==> src/rtl/wolf_rx_pkg.sv <==
// Shared RX IQ types for the DDC -> STM32 sample path.
// RX_IQ_FIFO_RX2_EN selects whether RX2 I/Q is carried (96-bit entry) or dropped (48-bit entry).
package wolf_rx_pkg;

  localparam int IQ_SAMPLE_W           = 24;
  localparam int DEFAULT_RX_FIFO_DEPTH = 64;

  typedef logic signed [IQ_SAMPLE_W-1:0] iq_sample_t;

  typedef struct packed {
    iq_sample_t rx1_i;
    iq_sample_t rx1_q;
    iq_sample_t rx2_i;
    iq_sample_t rx2_q;
  } rx_iq_set_t;

`ifdef RX_IQ_FIFO_RX2_EN
  localparam int RX_IQ_ENTRY_W = 4 * IQ_SAMPLE_W;
`else
  localparam int RX_IQ_ENTRY_W = 2 * IQ_SAMPLE_W;
`endif

  // Expand a stored FIFO entry back into a full set; absent channels read as zero.
  function automatic rx_iq_set_t unpack_entry(input logic [RX_IQ_ENTRY_W-1:0] e);
    rx_iq_set_t s;
`ifdef RX_IQ_FIFO_RX2_EN
    s = e;
`else
    s.rx1_i = e[2*IQ_SAMPLE_W-1:IQ_SAMPLE_W];
    s.rx1_q = e[IQ_SAMPLE_W-1:0];
    s.rx2_i = '0;
    s.rx2_q = '0;
`endif
    return s;
  endfunction

endpackage

==> src/rtl/rx_iq_fifo_mem.sv <==
// Simple dual-port sample-set storage: synchronous write, registered read-first output.
// Entry width follows RX_IQ_FIFO_RX2_EN through wolf_rx_pkg::RX_IQ_ENTRY_W.
module rx_iq_fifo_mem
  import wolf_rx_pkg::*;
#(
  parameter int DEPTH  = DEFAULT_RX_FIFO_DEPTH,
  parameter int ADDR_W = $clog2(DEPTH),
  parameter int WIDTH  = RX_IQ_ENTRY_W
) (
  input  logic              clk_in,
  input  logic              reset_n,
  input  logic              wr_en,
  input  logic [ADDR_W-1:0] wr_addr,
  input  logic [WIDTH-1:0]  wr_data,
  input  logic              rd_en,
  input  logic [ADDR_W-1:0] rd_addr,
  output logic [WIDTH-1:0]  rd_data
);

  logic [WIDTH-1:0] mem [DEPTH];

  always_ff @(posedge clk_in) begin
    if (wr_en) mem[wr_addr] <= wr_data;
  end

  // Read-first: a full-FIFO write+pop hits the same address and must return the old set.
  always_ff @(posedge clk_in or negedge reset_n) begin
    if (!reset_n)   rd_data <= '0;
    else if (rd_en) rd_data <= mem[rd_addr];
  end

endmodule

==> src/rtl/rx_iq_fifo.sv <==
// RX IQ sample-set FIFO between the DDC and the STM32 bus interface, with sticky overrun.
// Define RX_IQ_FIFO_RX2_EN to store RX2 I/Q; otherwise RX2 outputs are tied to zero.
module rx_iq_fifo
  import wolf_rx_pkg::*;
#(
  parameter  int DEPTH  = DEFAULT_RX_FIFO_DEPTH,
  localparam int ADDR_W = $clog2(DEPTH)
) (
  input  logic                   clk_in,
  input  logic                   reset_n,
  input  logic                   iq_valid,
  input  logic signed [23:0]     ddc_rx1_i,
  input  logic signed [23:0]     ddc_rx1_q,
  input  logic signed [23:0]     ddc_rx2_i,
  input  logic signed [23:0]     ddc_rx2_q,
  input  logic                   IQ_RX_READ_REQ,
  input  logic                   IQ_RX_READ_CLK,
  input  logic                   overrun_clear,
  output logic signed [23:0]     RX1_I,
  output logic signed [23:0]     RX1_Q,
  output logic signed [23:0]     RX2_I,
  output logic signed [23:0]     RX2_Q,
  output logic                   in_empty,
  output logic                   iq_overrun,
  output logic [ADDR_W:0]        fill_level
);

  localparam logic [ADDR_W-1:0] PTR_ONE  = ADDR_W'(1);
  localparam logic [ADDR_W:0]   CNT_ONE  = (ADDR_W+1)'(1);
  localparam logic [ADDR_W:0]   FULL_CNT = (ADDR_W+1)'(DEPTH);

  logic                     read_clk_d;
  logic                     pop_req_p0, do_pop_p0, do_wr_p0, ovr_set_p0, full_p0;
  logic [ADDR_W-1:0]        wr_ptr, rd_ptr;
  logic [ADDR_W:0]          count, count_nxt;
  logic [RX_IQ_ENTRY_W-1:0] wr_entry_p0, rd_entry_p1;
  rx_iq_set_t               rd_set_p1;

`ifdef RX_IQ_FIFO_RX2_EN
  assign wr_entry_p0 = {ddc_rx1_i, ddc_rx1_q, ddc_rx2_i, ddc_rx2_q};
`else
  logic unused_rx2;
  assign unused_rx2  = ^{ddc_rx2_i, ddc_rx2_q};
  assign wr_entry_p0 = {ddc_rx1_i, ddc_rx1_q};
`endif

  // Stage p0: decode this cycle's pop/write against the registered occupancy.
  always_comb begin
    pop_req_p0 = IQ_RX_READ_REQ & IQ_RX_READ_CLK & ~read_clk_d;
    full_p0    = (count == FULL_CNT);
    do_pop_p0  = pop_req_p0 && (count != '0);
    do_wr_p0   = iq_valid && (!full_p0 || do_pop_p0);
    ovr_set_p0 = iq_valid && full_p0 && !do_pop_p0;
    count_nxt  = count;
    if (do_wr_p0 && !do_pop_p0)      count_nxt = count + CNT_ONE;
    else if (do_pop_p0 && !do_wr_p0) count_nxt = count - CNT_ONE;
  end

  always_ff @(posedge clk_in or negedge reset_n) begin
    if (!reset_n) begin
      read_clk_d <= 1'b0;
      wr_ptr     <= '0;
      rd_ptr     <= '0;
      count      <= '0;
      in_empty   <= 1'b1;
      iq_overrun <= 1'b0;
    end else begin
      read_clk_d <= IQ_RX_READ_CLK;
      if (do_wr_p0)  wr_ptr <= wr_ptr + PTR_ONE;
      if (do_pop_p0) rd_ptr <= rd_ptr + PTR_ONE;
      count    <= count_nxt;
      in_empty <= (count_nxt == '0);
      // A new overrun in the same cycle as a clear keeps the flag set.
      if (ovr_set_p0)         iq_overrun <= 1'b1;
      else if (overrun_clear) iq_overrun <= 1'b0;
    end
  end

  assign fill_level = count;

  rx_iq_fifo_mem #(
    .DEPTH  (DEPTH),
    .ADDR_W (ADDR_W),
    .WIDTH  (RX_IQ_ENTRY_W)
  ) u_mem (
    .clk_in  (clk_in),
    .reset_n (reset_n),
    .wr_en   (do_wr_p0),
    .wr_addr (wr_ptr),
    .wr_data (wr_entry_p0),
    .rd_en   (do_pop_p0),
    .rd_addr (rd_ptr),
    .rd_data (rd_entry_p1)
  );

  // Stage p1: registered head-of-FIFO set, held until the next accepted pop.
  assign rd_set_p1 = unpack_entry(rd_entry_p1);
  assign RX1_I     = rd_set_p1.rx1_i;
  assign RX1_Q     = rd_set_p1.rx1_q;
  assign RX2_I     = rd_set_p1.rx2_i;
  assign RX2_Q     = rd_set_p1.rx2_q;

endmodule

==> config.mk <==
export PLATFORM = sky130hd
export DESIGN_NAME = rx_iq_fifo
export DESIGN_NICKNAME = d
export VERILOG_FILES = /design/src/rtl/wolf_rx_pkg.sv /design/src/rtl/rx_iq_fifo_mem.sv /design/src/rtl/rx_iq_fifo.sv
export SDC_FILE = /design/constraint.sdc
export NUM_CORES = 2
export LEC_CHECK = 0
export ABC_AREA = 1
export BUFFER_PORTS_ARGS = -buffer_cell sky130_fd_sc_hd__buf_2
export CAP_MARGIN = 0
export CORE_UTILIZATION = 40
export DETAILED_ROUTE_END_ITERATION = 8
export GPL_TIMING_DRIVEN = 1
export SKIP_CTS_REPAIR_TIMING = 1
export SYNTH_ARGS = -nofsm -noshare
export SYNTH_HDL_FRONTEND = slang
export SYNTH_HIERARCHICAL = 1
export SYNTH_SLANG_ARGS = --single-unit
==> constraint.sdc <==
create_clock -name clk_in -period 18.85 [get_ports clk_in]
set_input_delay 0.9425 -clock clk_in [delete_from_list [all_inputs] [get_ports clk_in]]
set_output_delay 0.9425 -clock clk_in [all_outputs]
set_load 0.05 [all_outputs]
* After elaboration in Yosys (flattened, before gate mapping)
Memory sizes are Yosys's and may differ from the RTL's. A register that Yosys moved wholly into a read port is not among the register bits.
Cells that the tools add are included.
** Word-level totals
- Register bits after elaboration :: 22
- Memory bits (writable) :: 3072
- Input bits :: 102
- Output and inout bits :: 105
- Logic and storage cells :: 35
- Memories :: 1
** Cells by class
- $add $sub $neg :: 4
- Eq/ne operators :: 1
- Multiplexer cells :: 6
- Bitwise logic cells :: 3
- Reductions and logical operators :: 14
** Memory list
- u_mem.mem :: words 64, width 48, rd ports 1, clocked after memory_dff 1, write ports 1, RTL line rx_iq_fifo_mem.sv:20 : logic [WIDTH-1:0] mem [DEPTH];
** Operators by type and width (number)
- 7-bit 2-to-1 mux :: 2
- 6-bit by 1-bit adder with 6-bit output (second input constant) :: 2
- 7-bit by 1-bit adder with 7-bit output (second input constant) :: 1
- 7-bit equality test (second input constant) :: 1
- 7-bit logical NOT :: 1
- 7-bit nonzero test :: 1
- 7-bit by 1-bit subtractor with 7-bit output (second input constant) :: 1
- 1-bit logical AND :: 6
- 1-bit logical NOT :: 4
- 1-bit 2-to-1 mux :: 4
- 1-bit bitwise AND :: 2
- 2-bit nonzero test :: 1
- 1-bit logical OR :: 1
- 1-bit inverter :: 1

* Longest topological paths before layout
- Depth after elaboration :: 10
- Depth in mapped cells :: 13
- Depth with buffers taken out :: 13

* Cells and area by module
Netlist, hierarchy kept.
** By module, submodules not included
- rx_iq_fifo_mem :: times used 1, cells each 10089, area an instance 124862.3 um^2, seq. area each 93449.6 um^2
- rx_iq_fifo :: times used 1, cells each 215, area an instance 1711.6 um^2, seq. area each 551.8 um^2

* Worst setup path after synthesis
OpenSTA, ideal clock, no wires.
- Path kind :: reg2reg
- Start :: reg count[0], in the netlist fill_level[0]
- End :: mem u_mem/mem[48][0] (netlist bit), enable pin
- Setup time :: 574 ps
- Arrival time :: 6686 ps
- Required time :: 18276 ps
- Setup slack :: 11590 ps
- Cell stages (with the launch flop) :: 11
- Buffers on the path :: 1
- Period minus slack after synthesis :: 7260 ps
- Cell sequence :: dfrtp_1 > inv_1 > ha_1 > nand4_2 > nor2_1 > inv_1 > nand2_2 > inv_1 > clkbuf_1 > nand4_1 > nor4_1
** Between the ends
- Word-level cells in the longest chain between the ends :: 6
- Elaborated cells between the ends (all ways) :: 8
- Those cells by class :: eq/ne: 1; mux: 2; reduce/logical: 5
** Ends and longest elaborated chain
- from (decl) :: RTL line rx_iq_fifo.sv:35 : logic [ADDR_W:0] count, count_nxt;
- from (signal assigned) :: RTL line rx_iq_fifo.sv:71 : count <= count_nxt;
- 7-bit equality test / 7-bit nonzero test (equally long branches) :: RTL line rx_iq_fifo.sv:50, rx_iq_fifo.sv:51
- 1-bit logical NOT / 1-bit logical AND (equally long branches) :: RTL line rx_iq_fifo.sv:52, rx_iq_fifo.sv:51
- 1-bit logical OR * :: RTL line rx_iq_fifo.sv:52 : do_wr_p0 = iq_valid && (!full_p0 || do_pop_p0);
- 1-bit logical AND * :: RTL line rx_iq_fifo.sv:52
- named net do_wr_p0 :: RTL line rx_iq_fifo.sv:33 : logic pop_req_p0, do_pop_p0, do_wr_p0, ovr_set_p0, full_p0;
- 1-bit 2-to-1 mux * :: RTL line rx_iq_fifo_mem.sv:23 : if (wr_en) mem[wr_addr] <= wr_data;
- 1-bit 2-to-1 mux (implied by the code) * :: RTL line rx_iq_fifo_mem.sv:23
- to (decl) :: RTL line rx_iq_fifo_mem.sv:20
Mark *: on every way through the listed nets, which the timed path passes. The rest lies on a longest branch.

==> impl_metrics.py <==
metrics = {
    "placed_design": {
        "port_buffers": 110,
        "gp_congestion": 0.8037,
        "pre_cts_ws_ns": 12.75,
        "dp_hpwl_um": 185700,
    },
    "critical_path": {
        "cpPeakStageDelay_ns": 0.94,
        "path_cells": "buf_12 -> buf_4 -> buf_4 -> buf_4 -> buf_4 -> nand2_1 -> nand3_1 -> nand3_1 -> nand3_1 -> nand3_1 -> nand3_1 -> nand3_1 -> nand2_1",
        "crit_path_end_kind": "flop",
        "r2r_cells": 13,
        "path_class": "reg2reg",
        "reg2reg_slack_ns": 12.76,
        "cp_common_cell": "nand3_1",
        "arrival_ns": 6.89,
        "r2r-start": "rd_ptr[0]$_DFFE_PN0N_",
        "r2r-end": "u_mem/rd_data[35]$_DFFE_PN0P_",
        "crit_path_start_kind": "flop",
        "worstPathRequired_ns": 19.65,
        "crit_path_max_fanout": 148,
        "timing.critical_path.to": "u_mem/rd_data[35]$_DFFE_PN0P_",
        "crit_slowest_cell": "buf_4",
        "cp-startpoint": "rd_ptr[0]$_DFFE_PN0N_",
    },
    "global_routing": {
        "grt_pass1_vias": 77970,
        "overflow": 0,
        "use_met3_pct": 3.553,
        "grt_max_degree": 225,
        "grt_use_met1_pct": 29.89,
        "grt_pass1_wl_um": 538400,
        "grt_use_met2_pct": 38.37,
        "busiest_layer": "met2",
        "grt_use_total_pct": 23.09,
        "antenna_found_initial": 17,
    },
    "die": {
        "start_util_pct": 40.19,
        "num_io_pins": 207,
        "die_x_um": 564.5,
        "die_h_um": 564.5,
        "dieArea_um2": 318700,
        "num_rows": 206,
        "core_um2": 315000,
    },
    "detailed_routing": {
        "num_vias": 82590,
        "drt_iter0_drc": 9428,
        "wire_per_inst_um": 25.58,
        "wl_um": 374600,
        "drc": 0,
        "vias_per_cell": 5.640,
        "dr.pass1.iters": 6,
        "ant_nets": 0,
    },
    "synth": {
        "syn_inst": 10300,
        "synth_area_leaders": "edfxtp_1, nand3_1, nand2_1",
        "avgSynthCellArea_um2": 12.28,
        "yosysWarnings": 6,
        "synth_seq_area_share_pct": 74.27,
        "ys_seq_elements": 3142,
        "synth_top_area_share_pct": 72.88,
        "netlist_area_um2": 126600,
        "synth_top_area_cell": "edfxtp_1",
        "synth_cell_types": 33,
    },
    "outcome": {
        "outcome": "complete, but fails checks",
        "violations": "max-slew violations",
    },
    "clocking": {
        "ctsHtreeMaxLevel": 5,
        "ctsLongestPathBuffers": 4,
        "clk_transition_reported_paths_ns": 0.06,
        "clockRootBuffer": "clkbuf_16",
        "clock_latency_ns": 0.91,
        "cts_tree": "built",
        "cts_buffers": 317,
        "clock-sinks": 3142,
    },
    "sta": {
        "skew_ns": 0.06116,
        "worst_pin_slew_ns": 1.635,
        "setup_slack_ns": 12.76,
        "post-route-period-util_pct": 32.33,
        "slew_viol_final": 101,
        "max_freq_mhz": 164.1,
        "max_slew_margin_pct": -9.032,
        "period_minus_slack_ns": 6.094,
        "rsz0062_at_grt": "no",
        "hold_viol_final": 0,
        "holdWs_ns": 0.1818,
        "setup_viol": 0,
        "tns_ns": 0,
    },
    "power_and_ir_drop": {
        "max-vdd-ir-drop_mv": 0.1434,
        "power_leakage_nw": 48.66,
        "pwr_density_cell_nw_per_um2": 146.3,
    },
    "finish": {
        "fin_util_pct": 44.47,
        "nNetsFinal": 10340,
        "syn2layout_area_growth_pct": 10.67,
        "drive_above_1_share_pct": 7.564,
    },
    "hold_path": {
        "hold_path.class": "in2reg",
    },
    "run": {
        "maxCapViolCount": 0,
    },
}
[worst min path at each step]
stage | slack (ns) | from | to | cells after the start
after detailed placement | 0.47 | u_mem/rd_data[7]$_DFFE_PN0P_ | u_mem/rd_data[7]$_DFFE_PN0P_ | 2
after global placement | 0.46 | u_mem/rd_data[0]$_DFFE_PN0P_ | u_mem/rd_data[0]$_DFFE_PN0P_ | 2
after floorplan | 0.46 | rd_ptr[4]$_DFFE_PN0N_ | rd_ptr[4]$_DFFE_PN0N_ | 1
after global routing | 0.15 | IQ_RX_READ_CLK | read_clk_d$_DFF_PN0_ | 1
final | 0.18 | IQ_RX_READ_CLK | read_clk_d$_DFF_PN0_ | 1
after CTS | -0.08 | reset_n | fill_level[4]$_DFF_PN0_ | 1
[logic make-up (layout without fill, tap and decap cells)]
kind of cell	after synthesis	after routing	share of synthesized area [%]
other cells	1	62	0.002963
xor+xnor	13	13	0.08996
flops	3142	3142	74.27
simple gates	6370	6370	22.02
buf+inv	768	887	3.547
compound gates	5	5	0.02075
fa+ha+maj	5	5	0.04943
[cells in the mapped netlist]
cell type and count:
nor2_1 73, buf_4 105, nand2_8 1, conb_1 1, clkinv_1 2, inv_4 1
nand2_2 2, nor2_4 3, nand3_4 3, clkbuf_1 92, inv_2 3, buf_1 67
nor2_2 1, o22ai_1 1, dfstp_2 1, nand4_2 1, nor3_1 1, buf_8 2
buf_12 1, a21oi_1 3, edfxtp_1 3072, xnor2_1 5, nand3_1 3044, buf_6 94
nor4_1 8, ha_1 5, nand2_1 3217, dfrtp_1 69, o21ai_0 1, inv_1 29
xor2_1 8, nand4_1 16, buf_2 372
[state kept, by name, summed over array words and instances, names as in the netlist]
register and cells:
fill_level 7, in_empty 1, iq_overrun 1, rd_ptr 6, read_clk_d 1, u_mem/mem 3072, u_mem/rd_data 48, wr_ptr 6
[critical path, delay by kind of cell (launching register included)]
family	cells	cell delay, ns
buffers and inverters	5	3.74
flip-flops	1	0.70
AND/OR/NAND/NOR	8	1.38
[metal layers]
metal / wire length, um / part of all wire [%] / up-vias
met5: 106 / 0.028 / -
met4: 17600 / 4.7 / 20
met3: 31420 / 8.4 / 827
met2: 179400 / 48 / 3874
met1: 146100 / 39 / 41300
li1: - / - / 36570
[cell usage in the layout (no fill, tap or decap), types with 24 or more instances in the layout]
master | netlist | final
bufinv_16 | 0 | 24
buf_4 | 105 | 172
edfxtp_1 | 3072 | 3072
conb_1 | 1 | 48
nand2_1 | 3217 | 3217
buf_2 | 372 | 109
inv_1 | 29 | 26
nor2_4 | 3 | 60
clkinv_2 | 0 | 37
clkinv_1 | 2 | 73
dfrtp_1 | 69 | 63
clkbuf_1 | 92 | 78
clkbuf_16 | 0 | 320
nand3_1 | 3044 | 3044
[power breakdown]
group          leakage, nW  internal [mW]  switching (mW)  total, mW
clock network         4.79           3.47            2.62       6.08
registers             28.5           7.98           0.172       8.15
logic                 15.4           1.63            4.63       6.26
[final cells by class]
cell class	instances	area [um2]
fillers	28010	174900
flip-flops and latches	3142	94020
multi-input cells	6441	28740
clock buffers	400	8328
well taps	4160	5205
repair buffers	292	2047
clock inverters	160	1521
inverters	35	176.4
diodes	14	35.03
[through the flow]
step                power, mW  instances  instance area (um2)
finish                  20.50      14640               140100
global route            21.42      14640               140100
CTS                     20.52      14630               140000
detailed placement      14.48      14070               130200
global placement        14.39      14070               130100
floorplan               12.79      10350               126800
Note: power is estimated with default switching activity, not from simulation.
